[src/rtl/inst_fetch_queue.sv]
// inst_fetch_queue: PC owner and fetch buffer in front of the instruction decoder.
// Issues one word read at a time, queues {pc, inst} pairs and hands the head to
// the decoder over a valid/ready handshake. A redirect flushes the queue and
// restarts fetch; a read already in flight is drained and its data dropped.
// Optional build macro FETCH_JAL_PREDICT_EN: follow JAL targets at fetch time
// and tag those entries with pred_taken.
module inst_fetch_queue #(
  parameter int          QUEUE_DEPTH = 4,
  parameter logic [31:0] RESET_PC    = 32'h0000_0000
) (
  input  logic        clk_in,
  input  logic        rst_in,
  input  logic        rdy_in,
  input  logic        redirect_valid,
  input  logic [31:0] redirect_pc,
  output logic        mem_req,
  output logic [31:0] mem_addr,
  input  logic        mem_done,
  input  logic [31:0] mem_data,
  output logic        inst_valid,
  output logic [31:0] inst_out,
  output logic [31:0] pc_out,
  output logic        pred_taken,
  input  logic        inst_ready
);

  localparam int             PTR_W   = $clog2(QUEUE_DEPTH);
  localparam logic [PTR_W:0] DEPTH_C = (PTR_W + 1)'(QUEUE_DEPTH);

  typedef enum logic [1:0] {
    S_IDLE    = 2'd0,
    S_WAIT    = 2'd1,
    S_DISCARD = 2'd2
  } state_t;

  state_t             state_q, state_d;
  logic [31:0]        pc_q, pc_d;
  logic [PTR_W:0]     count_q, count_d;
  logic [PTR_W-1:0]   head_q, head_d;
  logic [PTR_W-1:0]   tail_q, tail_d;
  logic               mem_req_q, mem_req_d;
  logic [31:0]        mem_addr_q, mem_addr_d;

  logic [31:0]        inst_mem [QUEUE_DEPTH];
  logic [31:0]        pc_mem   [QUEUE_DEPTH];
`ifdef FETCH_JAL_PREDICT_EN
  logic               pred_mem [QUEUE_DEPTH];
  logic               fetch_jal;
`endif

  logic               push;
  logic               pop;
  logic [31:0]        next_pc;

  // Queue handshakes; a redirect cancels both the push and the pop of its cycle.
  always_comb begin
    push = rdy_in && (state_q == S_WAIT) && mem_done && !redirect_valid;
    pop  = rdy_in && inst_valid && inst_ready && !redirect_valid;
  end

  // Address to fetch after the word currently returning from memory.
  always_comb begin
`ifdef FETCH_JAL_PREDICT_EN
    fetch_jal = (mem_data[6:0] == 7'b1101111);
    if (fetch_jal) begin
      next_pc = pc_q + {{11{mem_data[31]}}, mem_data[31], mem_data[19:12],
                        mem_data[20], mem_data[30:21], 1'b0};
    end else begin
      next_pc = pc_q + 32'd4;
    end
`else
    next_pc = pc_q + 32'd4;
`endif
  end

  // Next state of the fetch FSM, PC, memory request and queue pointers.
  always_comb begin
    state_d    = state_q;
    pc_d       = pc_q;
    count_d    = count_q;
    head_d     = head_q;
    tail_d     = tail_q;
    mem_req_d  = mem_req_q;
    mem_addr_d = mem_addr_q;
    if (redirect_valid) begin
      pc_d    = redirect_pc;
      count_d = '0;
      head_d  = tail_q;
      // An in-flight read must still complete; remember to throw it away.
      if (state_q == S_WAIT || state_q == S_DISCARD) begin
        if (mem_done) begin
          mem_req_d = 1'b0;
          state_d   = S_IDLE;
        end else begin
          state_d   = S_DISCARD;
        end
      end
    end else begin
      unique case (state_q)
        S_IDLE: begin
          if (count_q < DEPTH_C) begin
            mem_req_d  = 1'b1;
            mem_addr_d = pc_q;
            state_d    = S_WAIT;
          end
        end
        S_WAIT: begin
          if (mem_done) begin
            pc_d      = next_pc;
            mem_req_d = 1'b0;
            state_d   = S_IDLE;
          end
        end
        S_DISCARD: begin
          if (mem_done) begin
            mem_req_d = 1'b0;
            state_d   = S_IDLE;
          end
        end
        default: state_d = S_IDLE;
      endcase
      if (push) tail_d = tail_q + PTR_W'(1);
      if (pop)  head_d = head_q + PTR_W'(1);
      count_d = count_q + {{PTR_W{1'b0}}, push} - {{PTR_W{1'b0}}, pop};
    end
  end

  // Control registers; everything holds while rdy_in is low.
  always_ff @(posedge clk_in or posedge rst_in) begin
    if (rst_in) begin
      state_q    <= S_IDLE;
      pc_q       <= RESET_PC;
      count_q    <= '0;
      head_q     <= '0;
      tail_q     <= '0;
      mem_req_q  <= 1'b0;
      mem_addr_q <= '0;
    end else if (rdy_in) begin
      state_q    <= state_d;
      pc_q       <= pc_d;
      count_q    <= count_d;
      head_q     <= head_d;
      tail_q     <= tail_d;
      mem_req_q  <= mem_req_d;
      mem_addr_q <= mem_addr_d;
    end
  end

  // Queue storage is written only on push and carries no reset.
  always_ff @(posedge clk_in) begin
    if (push) begin
      inst_mem[tail_q] <= mem_data;
      pc_mem[tail_q]   <= pc_q;
`ifdef FETCH_JAL_PREDICT_EN
      pred_mem[tail_q] <= fetch_jal;
`endif
    end
  end

  assign mem_req    = mem_req_q;
  assign mem_addr   = mem_addr_q;
  assign inst_valid = (count_q != '0);
  // Head fields read as zero while empty so reset and flush show clean outputs.
  assign inst_out   = inst_valid ? inst_mem[head_q] : 32'd0;
  assign pc_out     = inst_valid ? pc_mem[head_q]   : 32'd0;
`ifdef FETCH_JAL_PREDICT_EN
  assign pred_taken = inst_valid && pred_mem[head_q];
`else
  assign pred_taken = 1'b0;
`endif

endmodule

[config.mk]
export PLATFORM = sky130hd
export DESIGN_NAME = inst_fetch_queue
export DESIGN_NICKNAME = d
export VERILOG_FILES = /design/src/rtl/inst_fetch_queue.sv
export SDC_FILE = /design/constraint.sdc
export NUM_CORES = 1
export LEC_CHECK = 0
export ABC_AREA = 1
export BUFFER_PORTS_ARGS = -buffer_cell sky130_fd_sc_hd__buf_2
export CELL_PAD_IN_SITES_DETAIL_PLACEMENT = 0
export CELL_PAD_IN_SITES_GLOBAL_PLACEMENT = 1
export CORE_ASPECT_RATIO = 0.9
export CORE_MARGIN = 5
export CORE_UTILIZATION = 46
export CTS_BUF_LIST = sky130_fd_sc_hd__clkbuf_8 sky130_fd_sc_hd__clkbuf_16
export DETAILED_ROUTE_END_ITERATION = 16
export PLACE_DENSITY = 0.84
export SYNTH_ARGS = -nofsm -noshare
export SYNTH_HDL_FRONTEND = slang
export SYNTH_SLANG_ARGS = --single-unit
[constraint.sdc]
create_clock -name clk_in -period 5 [get_ports clk_in]
set_input_delay 0.5 -clock clk_in [delete_from_list [all_inputs] [get_ports clk_in]]
set_output_delay 0.5 -clock clk_in [all_outputs]
set_load 0.01 [all_outputs]
# Word level (Yosys, flattened, before mapping)
# Memory sizes are Yosys's and may differ from the RTL's.
# Cells that the tools add are included.
# word_totals
ram_bits	256
wordCells	63
in_bits	70
reg_bits	74
n_memories	2
# mem_list
name	words	word_bits	read_ports	rd_clocked_by_memory_dff	wr	line_no	rtl
inst_mem	4	32	1	0	1	44	logic [31:0] inst_mem [QUEUE_DEPTH];
pc_mem	4	32	1	0	1	45	logic [31:0] pc_mem [QUEUE_DEPTH];
# op_classes
muxes	21
n_reduce_logical	21
addsub	5
n_lt_le_gt_ge	1
eq_ne	5
bitwise_logic	1
# ops
cell	count
32-bit 2-to-1 mux	5
32-bit by 3-bit adder with 32-bit output, second input constant	1
2-bit 2-to-1 mux	7
4-bit AND reduction	3
1-bit logical AND	6
1-bit 2-to-1 mux	6
3-bit AND reduction	2
2-bit nonzero test	3
3-bit nonzero test	2
2-bit by 1-bit adder with 2-bit output, second input constant	2
2-bit one-hot mux with 2 select lines	1
3-bit by 1-bit adder with 3-bit output	1
3-bit < comparator, second input constant	1
3-bit 2-to-1 mux	1
3-bit by 1-bit inequality test with 1-bit output, second input constant	1
3-bit inequality test, second input constant	1
3-bit by 1-bit subtractor with 3-bit output	1
2-bit by 1-bit equality test with 1-bit output, second input constant	1
2-bit equality test, second input constant	1
2-bit zero test	1
2-bit by 1-bit inequality test with 1-bit output, second input constant	1
1-bit one-hot mux with 2 select lines	1
2-bit AND reduction	1
2-bit OR reduction	1
other kinds (3)	3

# Logic depth before layout (Yosys ltp)
# Gate-level depths: netlist of the first run.
# logic_depth
word_depth	7
mapped_depth	12
mapped_depth_nobuf	12

# Least setup slack after synthesis of the first run
# OpenSTA, ideal clock, no wires.
# synth_timing
path_kind	in2reg
from	input port rdy_in
to	memory inst_mem[0][0] (enable)
required_time_ns	4.514
path_buffers	1
setup_slack_ns	0.730
setup_time_ns	0.486
path_stages	5
t_arrival_ns	3.784
path_cell_list	buf_2 > nand3_1 > nor2_1 > inv_1 > nor2_1
# synth_via
elab_chain_len	5
# synth_rtl
item	line_no	rtl
from (decl)	13	input logic rdy_in,
1-bit logical AND (3 in a row)	57	push = rdy_in && (state_q == S_WAIT) && mem_done && !redirect_valid;
1-bit 2-to-1 mux	151	if (push) begin
1-bit 2-to-1 mux (not written as such)	152	inst_mem[tail_q] <= mem_data;
to (decl)	44	
# Every way passes these cells.

# Final worst setup path of the first run
# layout_timing
from	register head_q[0]
to	output port pc_out[15]
# layout_via
elab_chain_len	2
# layout_rtl
item	line_no	rtl
from (decl)	39	logic [PTR_W-1:0] head_q, head_d;
from (signal assigned)	134	head_q <= '0;
from (signal assigned)	142	head_q <= head_d;
memory read 4 x 32 bit	--	
32-bit 2-to-1 mux	165	assign pc_out = inst_valid ? pc_mem[head_q] : 32'd0;
to (decl)	22	output logic [31:0] pc_out,
# Every way passes these cells.

==> results of run 1 <==
layout make-up:
type                    count  area, µm²  share of cell area [%]
flip-flops and latches    330       9540                    59.1
multi-input cells         868       3940                    24.4
repair buffers            179        926                    5.74
clock buffers              35        876                    5.43
well taps                 403        504                    3.12
inverters                  63        238                    1.47
clock inverters            23        111                   0.690
through the flow:
stage / utilization (%) / area [µm²] / setup slack, ns / std cells / hold WS (ns)
floorplan: - / 14000 / 0.730 / 1330 / 0.452
global placement: 50.6 / 15200 / 1.98 / 1843 / 0.464
detailed placement: 50.6 / 15200 / 1.97 / 1843 / 0.475
CTS: 53.9 / 16100 / 1.43 / 1901 / 0.186
global route: 53.9 / 16100 / 1.21 / 1901 / 0.190
finish: 53.9 / 16100 / 1.43 / 1901 / 0.207
cell families after synthesis:
family	Yosys count	share of synthesized area, %
simple gates	569	16.3
flops	330	68.1
compound gates	279	10.1
buf+inv	132	4.00
fa+ha+maj	10	0.947
xor+xnor	7	0.438
mux	2	0.161
other cells	1	0.0268
layout by cell type (no fill, tap or decap):
cell,instances
nand3_1,36
inv_16,1
edfxtp_1,256
o21ai_1,5
or2_2,2
buf_4,12
dfrtp_1,72
mux2_2,2
o31ai_1,2
a21oi_1,73
nor2_2,6
inv_2,5
buf_2,167
ha_1,9
xor2_1,6
nand2_1,164
nor2_1,342
clkbuf_16,35
inv_1,70
fa_1,1
dfrtp_2,1
dfrtp_4,1
nor2_4,9
inv_6,1
clkinv_1,5
nand2_2,5
nand3b_1,1
nand4_1,1
xnor2_1,1
o22ai_1,8
o21ai_0,190
nand3_2,1
conb_1,1
clkinv_2,4
a31oi_1,1
nand2_4,2
per-layer routing:
| layer | routed length (µm) | global-route usage [%] | vias up |
|---|---|---|---|
| li1 | - | - | 4807 |
| met1 | 15500 | 28.2 | 4765 |
| met2 | 15900 | 31.6 | 295 |
| met3 | 2110 | 3.30 | 43 |
| met4 | 555 | 5.10 | 0 |
| met5 | 0 | 0 | - |
flip-flops by register name (all words and copies together) (netlist names):
signal and count:
inst_mem 128, head_q 2, tail_q 2, pc_q 32, pc_mem 128, count_q 3
mem_addr 32, state_q 2, mem_req 1
power breakdown:
| group | internal, mW | leakage [nW] | switching, mW | total (mW) |
|---|---|---|---|---|
| clock | 1.27 | 0.534 | 1.01 | 2.28 |
| combinational | 0.791 | 2.58 | 1.60 | 2.39 |
| sequential | 3.34 | 3.23 | 0.381 | 3.72 |
| total | 5.40 | 6.34 | 2.98 | 8.38 |
worst min path at each step:
stage,startpoint,endpoint,slack [ns],depth (start not counted)
2_1_floorplan,state_q[1]$_DFFE_PP0P_,state_q[1]$_DFFE_PP0P_,0.45,2
3_3_place_gp,mem_addr[0]$_DFFE_PP0P_,mem_addr[0]$_DFFE_PP0P_,0.46,2
3_5_place_dp,mem_addr[23]$_DFFE_PP0P_,mem_addr[23]$_DFFE_PP0P_,0.47,2
4_1_cts,mem_data[3],inst_mem[0][3]$_DFFE_PP_,0.19,1
5_1_grt,mem_data[3],inst_mem[0][3]$_DFFE_PP_,0.19,1
6_report,rst_in,mem_req$_DFFE_PP0P_,0.21,2
==> results.cfg, run 1 <==
[setup_path]
critPathMaxStageDelay_ns = 0.62
critPathLaunch = head_q[0]$_DFFE_PP0P_
reg2reg_depth = 7
cp_max_fo = 72
crit_end = pc_out[15]
r2r_end = inst_mem[3][28]$_DFFE_PP_
worstReg2RegStart = state_q[1]$_DFFE_PP0P_
path_cells = clkinv_2 > buf_4 > o21ai_0 > a21oi_1 > buf_2
critPathKind = flip-flop to output port
worstPathRequired_ns = 4.50
crit_arrival_ns = 3.07
worst-path-stages = 5
slowest_stage = dfrtp_4
rrSetupSlack_ns = 2.16
start_kind = flip-flop
critical_path_buf_inv_count = 3
crit_path_end_kind = output port
cp_top_family = buffers and inverters

[clock_tree]
cts_root_buf = clkbuf_16
cts_resized = 0
cts_hold_buf = 0
tritoncts = done
clkLatencyLatePin_ns = 0.51
cts_buffer_depth = 3
numCtsBuffers = 35
cts-htree-levels = 2
clock_sinks = 330
cts_setup_buffers = 0
clk_pin_slew_ns = 0.06

[power]
p_per_area_mw_per_mm2 = 519
power_mw = 8.38
peakVddDrop_v = 0.000290
power.leakage_nw = 6.34

[synthesis]
synth_area_mm2 = 0.0140
synth-edff-count = 256
ys_ff_latch = 330
ys_seq_area_share_pct = 68.1
synthArstFlopShare_pct = 22.4
synth.top_cells.by_count = 346 x nor2_1, 256 x edfxtp_1, 190 x o21ai_0, 164 x nand2_1, 74 x dfrtp_1
ys_warn_count = 0
synthTopCellsByArea = edfxtp_1 55%, dfrtp_1 13%, nor2_1 9.3%
synth_cells = 1330
ys_types = 32
synthesis.nets = 1410
avgSynthCellArea_um2 = 10.5
synth_top_area_cell = edfxtp_1
synth_top_area_share_pct = 54.9
synthFlopType = edfxtp_1
yosysMostFrequentCell = nor2_1

[floorplanning]
die_w_um = 194
core_area_mm2 = 0.0300
pin_count = 169
die_h_um = 176
dieArea_mm2 = 0.0341
num_rows = 60
initial_core_util_pct = 46.8

[detailed_routing]
ant_nets = 0
viasPerCell = 5.21
drc = 0
num_vias = 9910
wl_per_cell_um = 17.9
wl_um = 34100
first_pass_iters = 5
drt_iter0_markers = 685

[placed_design]
place_congestion = 0.808
portBuffers = 167
dp_hpwl_um = 20900

[sta]
tightest_slew_ns = 1.14
fin_crit_ns = 3.57
drv_slew = 0
fmax_mhz = 280
finalCritPeriodShare_pct = 71.4
slew_headroom_pct = 24.0
setup_viol = 0
tns_ns = 0
hold_viol_final = 0
skew_ns = 0.0112
rsz0062_at_grt = false

[final_layout]
fillCellCount = 2635
syn_to_final_growth_pct = 15.2
antennaDiodeCount = 0
drive_gt1_share_pct = 17.0
final_nets = 1557

[global_routing]
grt_pass1_vias = 9873
grt_max_degree = 105
grt_pass1_wl_um = 53900
grt_usage_pct = 19.6
overflow = 0
antenna_found_initial = 0

[run]
cap_violations = 0

[min_path]
hp-class = primary input to asynchronous set/reset pin

[status]
status = completed
(Power assumes the default switching activity.)
==> inputs of run 2 (changes only) <==
==> constraint.sdc (replaced) <==
create_clock -name clk_in -period 3.6 [get_ports clk_in]
set_input_delay 0.36 -clock clk_in [delete_from_list [all_inputs] [get_ports clk_in]]
set_output_delay 0.36 -clock clk_in [all_outputs]
set_load 0.01 [all_outputs]
==> run 2 against run 1 <==
Non-clock buffer count is 3 higher. Die area stayed put. Global-route usage decreased by 0.10 points. Clock power rose by 47%. Combinational power is 43% higher. Largest cell class unchanged.
==> results.cfg, run 2 (synthesis gave the netlist of run 1 again) <==
[global_routing]
overflow = 0
grt_pass1_wl_um = 53500
antenna_found_initial = 0
grt_usage_pct = 19.5
grt_max_degree = 74
grt_pass1_vias = 9747

[clock_tree]
cts_root_buf = clkbuf_16
cts_buffer_depth = 3
tritoncts = done
clk_pin_slew_ns = 0.06
clkLatencyLatePin_ns = 0.51
clock_sinks = 330
cts-htree-levels = 2
numCtsBuffers = 35
cts_resized = 0

[setup_path]
critPathMaxStageDelay_ns = 0.60
worstPathRequired_ns = 3.24
crit_top_cell = nor2_1
crit_arrival_ns = 2.55
path_cells = buf_4 > nor2_1 > nor2_1 > o21ai_0 > a21oi_1 > buf_2
start_kind = flip-flop
cp_top_family = buffers and inverters
slowest_stage = buf_4
critPathKind = flip-flop to output port
crit_path_end_kind = output port
cp_max_fo = 61
critical_path_buf_inv_count = 2

[run]
cap_violations = 0

[final_layout]
fin_cells = 1910
syn_to_final_growth_pct = 16.6
final_cell_mix = 342 x nor2_1, 256 x edfxtp_1, 190 x o21ai_0
final_util_pct = 54.5
final_nets = 1560
drive_gt1_share_pct = 17.2
largestRegisters = inst_mem: 128 flops, pc_mem: 128 flops
antennaDiodeCount = 0
layout_commonest_cell = nor2_1

[sta]
fin_crit_ns = 2.91
fmax_mhz = 344
tightest_slew_ns = 0.938
setup_viol = 0
slew_headroom_pct = 37.4
drv_slew = 0
hold_viol_final = 0
rsz0062_at_grt = false
skew_ns = 0.0239
finalCritPeriodShare_pct = 80.8
fin_hold_ws_ns = 0.0638

[floorplanning]
die_w_um = 194
core_area_mm2 = 0.0300
pin_count = 169
initial_core_util_pct = 46.8
num_rows = 60
die_h_um = 176
dieArea_mm2 = 0.0341

[power]
p_per_area_mw_per_mm2 = 728
power_mw = 11.9
peakVddDrop_v = 0.000373
intPower_mw = 7.74
pwr-share-comb_pct = 28.7
pwr-share-seq_pct = 43.1
p_clk_share_pct = 28.2
power.switching_mw = 4.15
power.leakage_nw = 6.41
sw_frac_of_total_pct = 34.9

[detailed_routing]
drt_iter0_markers = 752
wl_um = 33900
first_pass_iters = 5
ant_nets = 0
wl_per_cell_um = 17.7
num_vias = 9936
drc = 0
viasPerCell = 5.20

[placed_design]
dp_hpwl_um = 20300
portBuffers = 167
dp.cells = 1845
place_congestion = 0.815

[min_path]
hp-class = primary input to flip-flop

[status]
status = completed
-- run 2: cell types whose count changed in the layout (fill, tap and decap cells not counted) --
cell,previous run,this run
buf_12,0,6
clkinv_1,5,10
clkbuf_16,35,36
bufinv_16,0,2
buf_4,12,8
inv_16,1,0
inv_1,70,68
dlygate4sd3_1,0,1
clkinv_8,0,1
-- run 2: per-layer routing --
| metal | track usage, % | wire, µm |
|---|---|---|
| met5 | 0 | 0 |
| met4 | 4.66 | 625 |
| met3 | 3.74 | 2230 |
| met2 | 31.0 | 15700 |
| met1 | 28.3 | 15400 |
-- run 2: metrics by stage --
step | cell area [µm²] | setup slack [ns] | setup TNS [ns]
floorplan | 14000 | -0.556 | -142.26
global placement | 15200 | 1.17 | 0
detailed placement | 15200 | 1.17 | 0
CTS | 16300 | 0.681 | 0
global route | 16300 | 0.516 | 0
finish | 16300 | 0.691 | 0
-- run 2: final timing paths --
kind | start | to | slack, ns | cells past startpoint
min in group asynchronous | rst_in | head_q[0]$_DFFE_PP0P_ | 0.44 | 3
min | mem_data[28] | inst_mem[2][28]$_DFFE_PP_ | 0.06 | 1
max reg2reg | state_q[1]$_DFFE_PP0P_ | count_q[2]$_DFFE_PP0P_ | 1.13 | 12
max | head_q[0]$_DFFE_PP0P_ | pc_out[19] | 0.69 | 6
max in group asynchronous | rst_in | pc_q[13]$_DFFE_PP0P_ | 2.05 | 4
min reg2reg | mem_addr[0]$_DFFE_PP0P_ | mem_addr[0]$_DFFE_PP0P_ | 0.48 | 2
-- run 2: layout make-up --
cell class / count / area (µm²)
fillers: 2643 / 13600
flip-flops and latches: 330 / 9540
multi-input cells: 868 / 3940
repair buffers: 182 / 1030
clock buffers: 36 / 901
well taps: 403 / 504
inverters: 63 / 238
clock inverters: 28 / 179
-- run 2: power groups by stage --
stage | clock, mW | combinational, mW | sequential [mW]
finish | 3.35 | 3.41 | 5.12
floorplan | 0 | 2.25 | 5.07
global route | 3.59 | 3.86 | 5.19
global placement | 0 | 3.37 | 5.17
detailed placement | 0 | 3.44 | 5.19
CTS | 3.44 | 3.46 | 5.12
-- run 2: timing repair --
action,CTS,global route
hold buffers,1,0
setup buffers,0,0
endpoints found under the hold margin,21,0
-- run 2: worst register-to-register path, cell delays in order, from the launching register on --
cell	delay, ns
dfrtp_1	0.37
inv_1	0.08
ha_1	0.14
nand3_1	0.11
nor2_1	0.24
inv_1	0.24
ha_1	0.33
inv_1	0.06
ha_1	0.13
inv_1	0.04
fa_1	0.37
xor2_1	0.16
o22ai_1	0.08
==> inputs of run 3 (changes only) <==
--- a/config.mk
+++ b/config.mk
@@ -5,16 +5,16 @@
 export SDC_FILE = /design/constraint.sdc
 export NUM_CORES = 1
 export LEC_CHECK = 0
-export ABC_AREA = 1
+export ABC_AREA = 0
 export BUFFER_PORTS_ARGS = -buffer_cell sky130_fd_sc_hd__buf_2
 export CELL_PAD_IN_SITES_DETAIL_PLACEMENT = 0
 export CELL_PAD_IN_SITES_GLOBAL_PLACEMENT = 1
 export CORE_ASPECT_RATIO = 0.9
 export CORE_MARGIN = 5
-export CORE_UTILIZATION = 46
+export CORE_UTILIZATION = 47
 export CTS_BUF_LIST = sky130_fd_sc_hd__clkbuf_8 sky130_fd_sc_hd__clkbuf_16
 export DETAILED_ROUTE_END_ITERATION = 16
-export PLACE_DENSITY = 0.84
+export PLACE_DENSITY = 0.81
 export SYNTH_ARGS = -nofsm -noshare
 export SYNTH_HDL_FRONTEND = slang
 export SYNTH_SLANG_ARGS = --single-unit
==> constraint.sdc (replaced) <==
create_clock -name clk_in -period 2.7 [get_ports clk_in]
set_input_delay 0.27 -clock clk_in [delete_from_list [all_inputs] [get_ports clk_in]]
set_output_delay 0.27 -clock clk_in [all_outputs]
set_load 0.01 [all_outputs]
==> run 3 against run 2 <==
Sequential share of layout area is 0.93 points lower. Area after synthesis is 3.2% lower. Sequential power is 27% higher. Largest cell class unchanged. Largest power group unchanged.
==> results.cfg, run 3 <==
[global_routing]
overflow = 0
antenna_found_initial = 0
grt_pass1_vias = 8230
grt_max_degree = 68
grt_pass1_wl_um = 48200
grt_usage_pct = 19.2

[setup_path]
cp_max_fo = 4
start_kind = flip-flop
worstPathRequired_ns = 3.10
slowest_stage = or3_2
path_cells = or3_2 > nand2_2 > nor2_1 > ha_1 > inv_1 > ha_1 > inv_1 > fa_1 > xor2_1 > o21ai_0 > a22o_1
critPathMaxStageDelay_ns = 0.45
critPathKind = flip-flop to flip-flop
crit_path_end_kind = flip-flop
crit_arrival_ns = 2.97

[detailed_routing]
num_vias = 8133
ant_nets = 0
drt_iter0_markers = 637
wl_per_cell_um = 20.6
viasPerCell = 5.48
drc = 0
first_pass_iters = 5
wl_um = 30500

[clock_tree]
clk_pin_slew_ns = 0.06
tritoncts = done
numCtsBuffers = 35
clock_sinks = 330
cts-htree-levels = 2
cts_buffer_depth = 3
cts_root_buf = clkbuf_16
clkLatencyLatePin_ns = 0.51

[placed_design]
place_congestion = 0.857
dp.cells = 1379
pre_cts_ws_ns = 0.103
dp_hpwl_um = 19800
portBuffers = 167

[status]
status = completed

[synthesis]
synth-edff-count = 256
synthesis.nets = 940
synthMuxAreaShare_pct = 11.1
synthAdderAreaFrac_pct = 0.978
synthFlopType = edfxtp_1
synthSimpleGateAreaFrac_pct = 10.5
synth_top_family_by_area = multiplexers
ys_seq_area_share_pct = 70.3
synth_top_area_cell = edfxtp_1
ys_warn_count = 0
synth_compound_area_share_pct = 4.93
synthTopCellsByArea = edfxtp_1 57%, dfrtp_1 14%, mux4_2 11%
ys_ff_latch = 330
synth.top_cells.by_count = 256 x edfxtp_1, 132 x nand2_1, 74 x and2_1, 74 x dfrtp_1, 64 x mux4_2
yosysMostFrequentCell = edfxtp_1
avgSynthCellArea_um2 = 15.8
synth_area_mm2 = 0.0136
synthXorXnorAreaFrac_pct = 0.258
synthArstFlopShare_pct = 22.4
ys_types = 57
synth_cells = 860
synth_top_area_share_pct = 56.7

[sta]
tightest_slew_ns = 0.613
finalCritPeriodShare_pct = 95.4
skew_ns = 0.0199
hold_viol_final = 0
slew_headroom_pct = 59.2
setup_viol = 0
setup_slack_ns = 0.123
drv_slew = 0
fmax_mhz = 388
tns_ns = 0
fin_crit_ns = 2.58
rsz0062_at_grt = false

[final_layout]
final_cell_mix = 256 x edfxtp_1, 167 x buf_2, 131 x nand2_1
fin_cells = 1483
multi_input_comb_area_mm2 = 0.00378
antennaDiodeCount = 0
register_area_mm2 = 0.00954
fillCellCount = 2193
layout_commonest_cell = edfxtp_1
final_nets = 1172
largestRegisters = inst_mem: 128 flops, pc_mem: 128 flops
syn_to_final_growth_pct = 22.4
drive_gt1_share_pct = 29.9

[min_path]
hp-class = primary input to flip-flop

[floorplanning]
die_w_um = 189
num_rows = 59
initial_core_util_pct = 47.2
core_area_mm2 = 0.0287
dieArea_mm2 = 0.0324
pin_count = 169
die_h_um = 171

[power]
power.leakage_nw = 6.45
power_mw = 14.0
p_per_area_mw_per_mm2 = 842
peakVddDrop_v = 0.000433

[run]
cap_violations = 0
run 3: final cells by class:
cell class	count	share of cell area (%)
sequential	330	57.5
multi-input combinational	468	22.8
timing repair buffer	242	9.83
clock buffer	37	5.51
tap	366	2.76
clock inverter	25	1.26
inverter	15	0.339
run 3: kinds of logic (layout without fill, tap and decap cells):
group / count (synthesis) / in the layout
buf+inv: 62 / 319
fa+ha+maj: 10 / 10
other cells: 1 / 1
xor+xnor: 4 / 4
compound gates: 102 / 102
flops: 330 / 330
simple gates: 280 / 280
mux: 71 / 71
run 3: worst max-delay path, delay by kind of cell, from the launching register on:
| family | cells | cell delay [ns] |
|---|---|---|
| AOI/OAI and AO/OA | 2 | 0.32 |
| xor gates and xnor gates | 1 | 0.21 |
| adders and majority gates | 3 | 0.79 |
| buffers and inverters | 2 | 0.11 |
| DFF | 1 | 0.43 |
| and+or+nand+nor | 3 | 0.61 |
run 3: metrics by stage:
stage	util, %	hold slack, ns	area (µm²)
3_3_place_gp	52.4	0.322	15000
5_1_grt	57.8	0.0290	16600
6_report	57.8	0.0389	16600
2_1_floorplan	-	0.366	13600
3_5_place_dp	52.4	0.332	15000
4_1_cts	57.8	0.000545	16600
run 3: layer usage:
layer	GRT usage (%)	share of wire (%)
met1	28.9	46
met2	29.7	45
met3	3.10	6.5
met4	4.53	1.8
met5	0	0
run 3: path summary, 6_finish.rpt:
| check | start | slack, ns | cells past startpoint | end |
|---|---|---|---|---|
| min | redirect_pc[11] | 0.04 | 3 | pc_q[11]$_DFFE_PP0P_ |
| max in group asynchronous | rst_in | 1.67 | 4 | count_q[0]$_DFFE_PP0P_ |
| max | count_q[1]$_DFFE_PP0P_ | 0.12 | 11 | count_q[2]$_DFFE_PP0P_ |
| min in group asynchronous | rst_in | 0.34 | 3 | head_q[0]$_DFFE_PP0P_ |
| min reg2reg | mem_addr[13]$_DFFE_PP0P_ | 0.47 | 2 | mem_addr[13]$_DFFE_PP0P_ |
| max reg2reg | count_q[1]$_DFFE_PP0P_ | 0.12 | 11 | count_q[2]$_DFFE_PP0P_ |
run 3: repair_timing:
item                                    in CTS  in global routing
hold buffers                                40                  0
buffers inserted                             1                  1
endpoints found under the hold margin      154                  0
endpoints found under the setup margin      16                  1
gates resized for setup                      0                  1
run 3: where the power goes:
group          total [mW]  leakage (nW)  internal (mW)  switching, mW
clock                4.62         0.574           2.74           1.87
sequential           6.50          3.21           6.00          0.500
combinational        2.86          2.67           1.40           1.45
